--- src/rtl/fetch_stage.sv ---
// Instruction fetch stage with IF/ID pipeline register.
// One outstanding imem request; stalls hold IF/ID, redirects flush it.
module fetch_stage #(
   parameter logic [31:0] RESET_PC  = 32'h0000_0000,
   parameter logic [31:0] NOP_INSTR = 32'h0000_0013
) (
   input  logic        clk,
   input  logic        rst,
   input  logic        stall,
   input  logic        redirect_valid,
   input  logic [31:0] redirect_pc,
   output logic        imem_req,
   output logic [31:0] imem_addr,
   input  logic        imem_gnt,
   input  logic        imem_rvalid,
   input  logic [31:0] imem_rdata,
   output logic        if_id_valid,
   output logic [31:0] if_id_pc,
   output logic [31:0] if_id_instr,
   output logic [4:0]  if_id_opcode
);

   typedef enum logic [1:0] {
      S_IDLE,
      S_FETCH,
      S_WAIT,
      S_HOLD
   } state_t;

   state_t      state_q, state_d;
   logic [31:0] pc_q, pc_d;
   logic        squash_q, squash_d;
   logic [31:0] buf_q, buf_d;
   logic        ifv_q, ifv_d;
   logic [31:0] ifpc_q, ifpc_d;
   logic [31:0] ifi_q, ifi_d;
   logic        load;
   logic [31:0] ld_data;

   always_ff @(posedge clk or negedge rst) begin
      if (!rst) begin
         state_q <= S_IDLE;
      end else begin
         state_q <= state_d;
      end
   end

   always_ff @(posedge clk or negedge rst) begin
      if (!rst) begin
         pc_q     <= RESET_PC;
         squash_q <= 1'b0;
         buf_q    <= 32'h0;
         ifv_q    <= 1'b0;
         ifpc_q   <= 32'h0;
         ifi_q    <= NOP_INSTR;
      end else begin
         pc_q     <= pc_d;
         squash_q <= squash_d;
         buf_q    <= buf_d;
         ifv_q    <= ifv_d;
         ifpc_q   <= ifpc_d;
         ifi_q    <= ifi_d;
      end
   end

   always_comb begin
      state_d  = state_q;
      pc_d     = pc_q;
      squash_d = squash_q;
      buf_d    = buf_q;
      ifv_d    = ifv_q;
      ifpc_d   = ifpc_q;
      ifi_d    = ifi_q;
      load     = 1'b0;
      ld_data  = buf_q;
      if (redirect_valid) begin
         pc_d  = redirect_pc & ~32'h3;
         ifv_d = 1'b0;
         ifi_d = NOP_INSTR;
         unique case (state_q)
            S_IDLE: state_d = S_FETCH;
            S_FETCH: begin
               if (imem_gnt) begin
                  state_d  = S_WAIT;
                  squash_d = 1'b1;
               end
            end
            S_WAIT: begin
               if (imem_rvalid) begin
                  state_d  = S_FETCH;
                  squash_d = 1'b0;
               end else begin
                  squash_d = 1'b1;
               end
            end
            S_HOLD: state_d = S_FETCH;
            default: state_d = S_IDLE;
         endcase
      end else begin
         unique case (state_q)
            S_IDLE: state_d = S_FETCH;
            S_FETCH: begin
               if (imem_gnt) state_d = S_WAIT;
            end
            S_WAIT: begin
               if (imem_rvalid) begin
                  if (squash_q) begin
                     squash_d = 1'b0;
                     state_d  = S_FETCH;
                  end else if (!stall) begin
                     load    = 1'b1;
                     ld_data = imem_rdata;
                     state_d = S_FETCH;
                  end else begin
                     buf_d   = imem_rdata;
                     state_d = S_HOLD;
                  end
               end
            end
            S_HOLD: begin
               if (!stall) begin
                  load    = 1'b1;
                  state_d = S_FETCH;
               end
            end
            default: state_d = S_IDLE;
         endcase
         // without a new word, an unstalled decode sees a bubble
         if (load) begin
            ifv_d  = 1'b1;
            ifpc_d = pc_q;
            ifi_d  = ld_data;
            pc_d   = pc_q + 32'd4;
         end else if (!stall) begin
            ifv_d = 1'b0;
            ifi_d = NOP_INSTR;
         end
      end
   end

   always_comb begin
      imem_req     = (state_q == S_FETCH);
      imem_addr    = pc_q;
      if_id_valid  = ifv_q;
      if_id_pc     = ifpc_q;
      if_id_instr  = ifi_q;
      if_id_opcode = ifi_q[6:2];
   end

endmodule
--- config.mk ---
export PLATFORM = sky130hd
export DESIGN_NAME = fetch_stage
export DESIGN_NICKNAME = d
export VERILOG_FILES = /design/src/rtl/fetch_stage.sv
export SDC_FILE = /design/constraint.sdc
export NUM_CORES = 1
export LEC_CHECK = 0
export CELL_PAD_IN_SITES_DETAIL_PLACEMENT = 2
export CELL_PAD_IN_SITES_GLOBAL_PLACEMENT = 2
export CORE_ASPECT_RATIO = 0.7
export CORE_UTILIZATION = 31
export CTS_BUF_LIST = sky130_fd_sc_hd__clkbuf_4
export DETAILED_ROUTE_END_ITERATION = 6
export PLACE_DENSITY_LB_ADDON = 0.3
export SLEW_MARGIN = 20
export SYNTH_ARGS = -nofsm -noshare
export SYNTH_HDL_FRONTEND = slang
export SYNTH_SLANG_ARGS = --single-unit
--- constraint.sdc ---
create_clock -name clk -period 3 [get_ports clk]
set_input_delay 0.6 -clock clk [delete_from_list [all_inputs] [get_ports clk]]
set_output_delay 0.6 -clock clk [all_outputs]
set_load 0.02 [all_outputs]
### Yosys cells after proc, flatten, opt, wreduce, memory -nomap -nowiden

Cells that the tools add are included.

| cells by class | value |
|---|---|
| add/sub/neg operators | 1 |
| reduce and logical (&&, ||, !) cells | 10 |
| bitwise operators | 2 |
| equal/unequal tests | 7 |
| muxes and demuxes | 32 |

Operator list:

| kind | number |
|---|---|
| 2-to-1 mux 32 bit | 9 |
| adder 32 x 3 -> 32 bit, second input constant | 1 |
| 2-to-1 mux 2 bit | 7 |
| 2-to-1 mux 1 bit | 12 |
| one-hot mux 2 bit (4 select lines) | 1 |
| nonzero test 2 bit | 4 |
| one-hot mux 2 bit (3 select lines) | 1 |
| AND reduction 5 bit | 1 |
| == test 2 bit, second input constant | 2 |
| one-hot mux 1 bit (2 select lines) | 2 |
| AND reduction 2 bit | 2 |
| AND reduction 4 bit | 1 |
| != test 3 x 1 -> 1 bit, second input constant | 1 |
| != test 3 x 2 -> 1 bit, second input constant | 1 |
| != test 3 bit, second input constant | 1 |
| == test 2 x 1 -> 1 bit, second input constant | 1 |
| zero test 2 bit | 1 |
| != test 2 bit, second input constant | 1 |
| inverter 1 bit | 2 |
| OR reduction 2 bit | 1 |

| storage, ports and cells | value |
|---|---|
| logic and storage cells | 59 |
| register bits after elaboration | 132 |
| bits of input ports | 70 |

### Depth between registers and ports, before layout

Gate-level depths: netlist (run 1).

| logic depth | value |
|---|---|
| word-level depth | 7 |
| mapped depth | 9 |
| mapped depth without buffers | 6 |

### Least setup slack after synthesis (run 1)

OpenSTA, ideal clock, no wires.

| path | value |
|---|---|
| path type | reg-to-reg |
| start point | reg state_q[0] |
| end point | reg pc_q[28] (netlist: imem_addr[28]) |
| arrival time | 1.996 ns |
| cell stages (with the launch flop) | 9 |
| slack | 0.922 ns |
| period minus slack after synthesis | 2.078 ns |
| data required time | 2.918 ns |
| path through | dfrtp_1 -> inv_1 -> ha_1 -> and4bb_2 -> buf_4 -> o211ai_1 -> buf_2 -> or4_1 -> a31oi_1 |

| on the way | value |
|---|---|
| longest elaborated chain between the ends | 4 |
| elaborated cells between the ends (all ways) | 5 |
| those cells by class | eq/ne (2); mux (2); reduce/logical (1) |

RTL lines:

| element | RTL line | text |
|---|---|---|
| start, declared | 30 | `state_t state_q, state_d;` |
| start signal, assigned | 44 | `state_q <= state_d;` |
| == test 2 bit | 100 | `unique case (state_q)` |
| one-hot mux 1 bit (2 select lines) (*) | 100 |  |
| 2-to-1 mux 1 bit (*) | 76 | `if (redirect_valid) begin` |
| nonzero test 2 bit (no source line) (*) | - |  |
| end signal, assigned | 57 | `pc_q <= pc_d;` |
| end, declared | 31 | `logic [31:0] pc_q, pc_d;` |

Every way passes the cells marked *; elsewhere a longest branch is shown, timed or not. The select of a mux whose other input is x is not followed.
A chain may end at the register's enable or synchronous reset.

### Worst setup path in the final report (run 1)

| path | value |
|---|---|
| start point | reg state_q[1] |
| end point | out imem_req |

| on the way | value |
|---|---|
| longest elaborated chain between the ends | 1 |

RTL lines:

| element | RTL line | text |
|---|---|---|
| == test 2 x 1 -> 1 bit | 142 | `imem_req = (state_q == S_FETCH);` |
| end, declared | 12 | `output logic imem_req,` |

Every way passes these cells.

==> impl_metrics.csv, run 1 <==
group,metric,value,unit
sta,slew_viol_final,0,
cts,root_buffer,"clkbuf_4",
cts,cts_resized,0,
die,die-area,0.02008,sq mm
final_layout,register_area,0.003207,sq mm
sta,setup_tns,0,ps
route,drtIter0Drc,268,
final_layout,syn_to_final_growth,37.94,%
cts,htree_levels,4,
final_layout,instances_no_fill,991,
cts,clk_path_buf_depth,2,
sta,worst_slack,463.8,ps
run_status,status,"finished, final reports clean",
critical_path,start_kind,"flip-flop",
placed_design,place_ws,240.4,ps
flow_run,drv_cap,0,
die,coreArea,0.01902,sq mm
critical_path,crit_fanout,4,
min_path,hp-class,"input pin to flip-flop",
critical_path,crit_path_end_kind,"primary output",
global_routing,overflow,0,
sta,slew_headroom,52.45,%
logic_synthesis,syn_avg_cell_area,11.00,sq um
pwr,cellPowerDensity,654.9,mW/mm^2
route,vias,5105,
logic_synthesis,ys_warn_count,0,
final_layout,multi_input_area,0.002623,sq mm
logic_synthesis,yosys-top-cells-count,"dfrtp_1, nand2_1, mux2_2, o21ai_0, mux2i_1",
route,drt_pass1_iterations,4,
final_layout,finalNetCount,787,
pwr,leakage,3.323,nW
route,wl,20060,microns
die,rows,42,
logic_synthesis,synthTopCellsByArea,"dfrtp_1, mux2_2, mux2i_1",
global_routing,grt_pass1_vias,5789,
die,start_util,31.79,%
logic_synthesis,synth_enable_flop_cells,0,
route,ant_nets,0,
placed_design,dp_hpwl,14260,microns
cts,tritoncts,"done",
route,route.detailed.drc,0,
cts,clkSinkCount,128,
logic_synthesis,synth_top_area_share,51.72,%
placed_design,post-place-cells,957,
logic_synthesis,synth-seq-area-share,53.02,%
final_layout,nFillCells,2002,
critical_path,worst-endpoint-arrival,1940,ps
sta,hold_violations,0,
logic_synthesis,ys_async_sr_fraction,100.0,%
placed_design,io_buffers,166,
logic_synthesis,ys.flop_type,"dfrtp_1",
placed_design,gp_congestion,0.7725,
final_layout,layout-drive-gt1-share,17.49,%
logic_synthesis,synth_top_area_cell,"dfrtp_1",
logic_synthesis,syn_area,0.006048,sq mm
cts,clk_pin_slew,120,ps
sta,fmax,394.3,MHz
cts,cts_setup_buffers,0,
sta,fin_crit,2536,ps
global_routing,grt_pass1_wl,32480,microns
die,die_width,169.0,microns
global_routing,grt_max_degree,66,
sta,period_share,84.54,%
critical_path,critical_path_class,"flip-flop to primary output",
sta,setup_viol,0,
final_layout,final_util,43.86,%
logic_synthesis,syn-instance-count,550,
global_routing,antenna_found_initial,1,
sta,rsz0062_at_grt,"false",
logic_synthesis,yosysUniqueCellTypes,47,
route,via_per_inst,5.151,
die,boundaryPins,173,
logic_synthesis,synth_most_common_cell,"dfrtp_1",
critical_path,cp.required,2400,ps
critical_path,r2r-start,"imem_addr[15]$_DFFE_PN0P_",
critical_path,cp-startpoint,"state_q[1]$_DFFE_PN0P_",
sta,finClkSkew,27.13,ps
pwr,peakVddDrop,0.3500,mV
min_path,min-delay-start,"redirect_valid",
route,wl_per_cell,20.24,microns
logic_synthesis,synth_seq_cells,128,
die,die_h,118.9,microns
cts,cts_buffers,17,
global_routing,grtUsageTotal,21.23,%
sta,worst_slew_pin_slew,706.7,ps
cts,clk_latency,560,ps
-- worst paths after layout --
check | to | slack, ps | cells after the start
max | imem_req | 460 | 3
min in group asynchronous | if_id_pc[24]$_DFFE_PN0P_ | 590 | 2
max in group asynchronous | if_id_instr[23]$_DFFE_PN0P_ | 1580 | 3
min | imem_addr[7]$_DFFE_PN0P_ | 430 | 3
max reg2reg | imem_addr[30]$_DFFE_PN0P_ | 490 | 4
min reg2reg | if_id_instr[23]$_DFFE_PN0P_ | 490 | 2
-- worst max-delay path, cell delays in order (launching register included) --
cell and delay (ps):
dfrtp_1 430, inv_1 90, ha_1 220, clkdlybuf4s50_1 650
-- kinds of logic (layout without fill, tap and decap cells) --
group / Yosys count / after routing / synth area share, %
and+or+nand+nor: 163 / 163 / 13.82
DFF: 128 / 128 / 53.02
AOI/OAI and AO/OA: 104 / 104 / 10.65
muxes: 92 / 92 / 16.49
buffers and inverters: 51 / 224 / 4.117
xor gates and xnor gates: 7 / 7 / 1.014
adders and majority gates: 4 / 4 / 0.8275
other: 1 / 5 / 0.06200
-- stage by stage --
stage	power [mW]	hold slack (ps)	cell area, sq um
detailed placement	4.179	478.0	8015
floorplan	3.227	304.4	6060
CTS	5.552	382.7	8341
global route	5.776	413.0	8343
global placement	4.064	461.8	8015
finish	5.464	430.7	8343
-- flip-flops by register name, summed over array words and instances (netlist names) --
| signal | flops |
|---|---|
| if_id_valid | 1 |
| state_q | 2 |
| squash_q | 1 |
| buf_q | 32 |
| if_id_pc | 30 |
| if_id_instr | 32 |
| imem_addr | 30 |
-- layout by cell type (no fill, tap or decap), types with 6 or more instances in the layout --
cell type / synthesis / layout
nand2_1: 64 / 64
clkbuf_4: 0 / 18
mux2i_1: 31 / 31
a21oi_1: 6 / 6
nor2_1: 20 / 20
o311ai_0: 8 / 8
a31oi_1: 15 / 15
nand4_1: 11 / 11
nand3_1: 16 / 16
buf_4: 12 / 19
o21ai_0: 46 / 46
a22oi_1: 7 / 7
nor2b_1: 8 / 7
clkdlybuf4s50_1: 0 / 164
dfrtp_1: 125 / 125
mux2_2: 61 / 61
o31ai_1: 13 / 13
or4_1: 13 / 13
-- layout make-up --
| type | count | area share (%) |
|---|---|---|
| Timing Repair Buffer | 188 | 22.18 |
| Clock buffer | 18 | 1.620 |
| Clock inverter | 14 | 2.160 |
| Multi-Input combinational cell | 374 | 31.43 |
| Tap cell | 264 | 3.959 |
| Antenna cell | 1 | 0.02999 |
| Sequential cell | 128 | 38.44 |
| Inverter | 4 | 0.1800 |
-- power breakdown --
part	switching, mW	internal [mW]	leakage (nW)	total (mW)
registers	0.262	2.07	1.63	2.34
logic	0.875	0.911	1.52	1.79
clock network	0.741	0.600	0.164	1.34
total	1.88	3.59	3.32	5.46
-- timing repair --
action	in CTS	in global routing
hold buffers	1	0
setup endpoints to repair	0	0
hold endpoints to repair	6	0
-- per-layer routing --
layer | track usage, % | routed length [microns] | vias up
met5 | 0 | 0 | -
met4 | 5.909 | 242 | 0
met3 | 5.218 | 907 | 17
met2 | 34.50 | 9520 | 129
met1 | 28.09 | 9391 | 2647
li1 | - | - | 2312
No activity file was read; power rests on OpenSTA's default activity.
==> run 2: changes to the inputs <==
CORE_UTILIZATION = 28   (was 31)
clock period = 2.05 ns   (was 3 ns; I/O delays follow)
==> impl_metrics.csv, run 2 (synthesis gave the netlist of run 1 again) <==
group,metric,value,unit
die,die_width,177.7,microns
placed_design,dp_hpwl,15210,microns
final_layout,multi_input_area,0.002751,sq mm
sta,worst_slack,-17.98,ps
route,wl,22020,microns
cts,htree_levels,4,
pwr,cellPowerDensity,875.5,mW/mm^2
route,wl_per_cell,20.80,microns
final_layout,final_cell_mix,"dfrtp_1, clkdlybuf4s50_1, buf_4",
global_routing,antenna_found_initial,1,
sta,period_share,100.9,%
min_path,hp-class,"input pin to asynchronous set/reset pin",
final_layout,layout-drive-gt1-share,25.83,%
run_status,status,"complete, but fails checks",
die,start_util,28.84,%
die,die-area,0.02220,sq mm
sta,fin_crit,2068,ps
critical_path,crit_path_end_kind,"flip-flop",
flow_run,drv_cap,0,
global_routing,grtUsageTotal,20.13,%
cts,root_buffer,"clkbuf_4",
final_layout,final_common_cell,"dfrtp_1",
die,boundaryPins,173,
critical_path,worst-endpoint-arrival,2560,ps
cts,clk_path_buf_depth,2,
run_status,violations,"setup timing",
route,via_per_inst,5.032,
cts,clk_pin_slew,120,ps
sta,slew_viol_final,0,
global_routing,grt_pass1_wl,34000,microns
die,rows,44,
pwr,leakage,4.373,nW
cts,tritoncts,"done",
pwr,switchingPower,2.759,mW
route,drt_pass1_iterations,4,
pwr,peakVddDrop,0.5507,mV
final_layout,register_area,0.003214,sq mm
cts,clkSinkCount,128,
global_routing,overflow,0,
sta,finClkSkew,26.76,ps
final_layout,syn_to_final_growth,49.40,%
final_layout,finalNetCount,844,
route,vias,5329,
pwr,combPwrFrac,35.9,%
route,drtIter0Drc,239,
pwr,p_int,5.152,mW
sta,rsz0062_at_grt,"true",
sta,hold_violations,0,
sta,setup_viol,1,
critical_path,cp.required,2540,ps
final_layout,nFillCells,2167,
pwr,power.clock.fraction,21.4,%
cts,cts_buffers,17,
sta,setup_tns,-17.98,ps
critical_path,reg2reg_slack,-20,ps
route,ant_nets,0,
placed_design,io_buffers,166,
pwr,switching_share,34.87,%
die,coreArea,0.02098,sq mm
cts,clk_latency,580,ps
die,die_h,125.0,microns
global_routing,grt_max_degree,44,
critical_path,crit_fanout,5,
critical_path,critical_path_class,"flip-flop to flip-flop",
global_routing,grt_pass1_vias,5931,
pwr,pwr-share-seq,42.7,%
final_layout,final_cell_area,0.009036,sq mm
sta,fmax,483.6,MHz
final_layout,final_util,43.08,%
placed_design,place_area,0.008423,sq mm
route,route.detailed.drc,0,
critical_path,start_kind,"flip-flop",
placed_design,gp_congestion,0.7999,
sta,fin_hold_ws,306.8,ps
[run 2: power by group through the flow]
stage | sequential, mW | combinational, mW | clock (mW)
floorplan | 3.83 | 0.896 | 0
global placement | 3.36 | 2.70 | 0
detailed placement | 3.42 | 2.82 | 0
CTS | 3.38 | 2.80 | 1.78
global route | 3.45 | 3.05 | 1.89
finish | 3.38 | 2.84 | 1.70
[run 2: per-layer routing]
metal | wire length [microns] | vias up | track usage, %
met2 | 10630 | 120 | 32.26
met4 | 273 | 0 | 5.782
met1 | 10120 | 2759 | 26.91
met3 | 1000 | 18 | 4.897
li1 | - | 2432 | -
met5 | 0 | - | 0
[run 2: worst paths after layout]
path	from	end	cells past startpoint
worst max-delay path	state_q[0]$_DFFE_PN0P_	imem_addr[12]$_DFFE_PN0P_	8
worst min-delay path	rst	imem_addr[15]$_DFFE_PN0P_	2
worst max register to register	state_q[0]$_DFFE_PN0P_	imem_addr[12]$_DFFE_PN0P_	8
worst min register to register	if_id_instr[9]$_DFFE_PN0P_	if_id_instr[9]$_DFFE_PN0P_	2
max in group asynchronous	rst	if_id_instr[0]$_DFFE_PN1P_	3
min in group clk	redirect_pc[20]	imem_addr[20]$_DFFE_PN0P_	3
[run 2: cell type report]
type | count | share of cell area (%)
sequential | 128 | 35.57
tap | 276 | 3.822
inverter | 4 | 0.1662
multi-input combinational | 374 | 30.45
timing repair buffer | 245 | 27.17
clock inverter | 14 | 1.385
antenna | 1 | 0.02769
clock buffer | 17 | 1.412
[run 2: per-stage QoR]
stage               total power, mW  setup slack (ps)  instances
floorplan                     4.729             7.628        553
global placement              6.066            -306.1       1015
detailed placement            6.242            -354.6       1015
CTS                           7.955             4.281       1047
global route                  8.393            -122.1       1059
finish                        7.911            -17.98       1059
[run 2: critical path, stage by stage (launching register included)]
cell	delay, ps
dfrtp_1	410
inv_2	70
ha_4	140
and4bb_2	240
o211ai_1	110
buf_6	150
buf_6	130
or4_4	540
a31oi_4	190
[run 2: timing repair]
action | CTS | global route
hold buffers | 1 | 0
buffers inserted | 0 | 12
pin swaps | 1 | 19
gates resized for setup | 51 | 79
setup endpoints to repair | 51 | 83
gates cloned | 0 | 1
endpoints found under the hold margin | 36 | 0
==> run 3: changes to the inputs <==
ABC_CLOCK_PERIOD_IN_PS = 2050   (was unset)
==> results of run 3 <==
Final layout, timing and power as in run 2 (identical DEF).
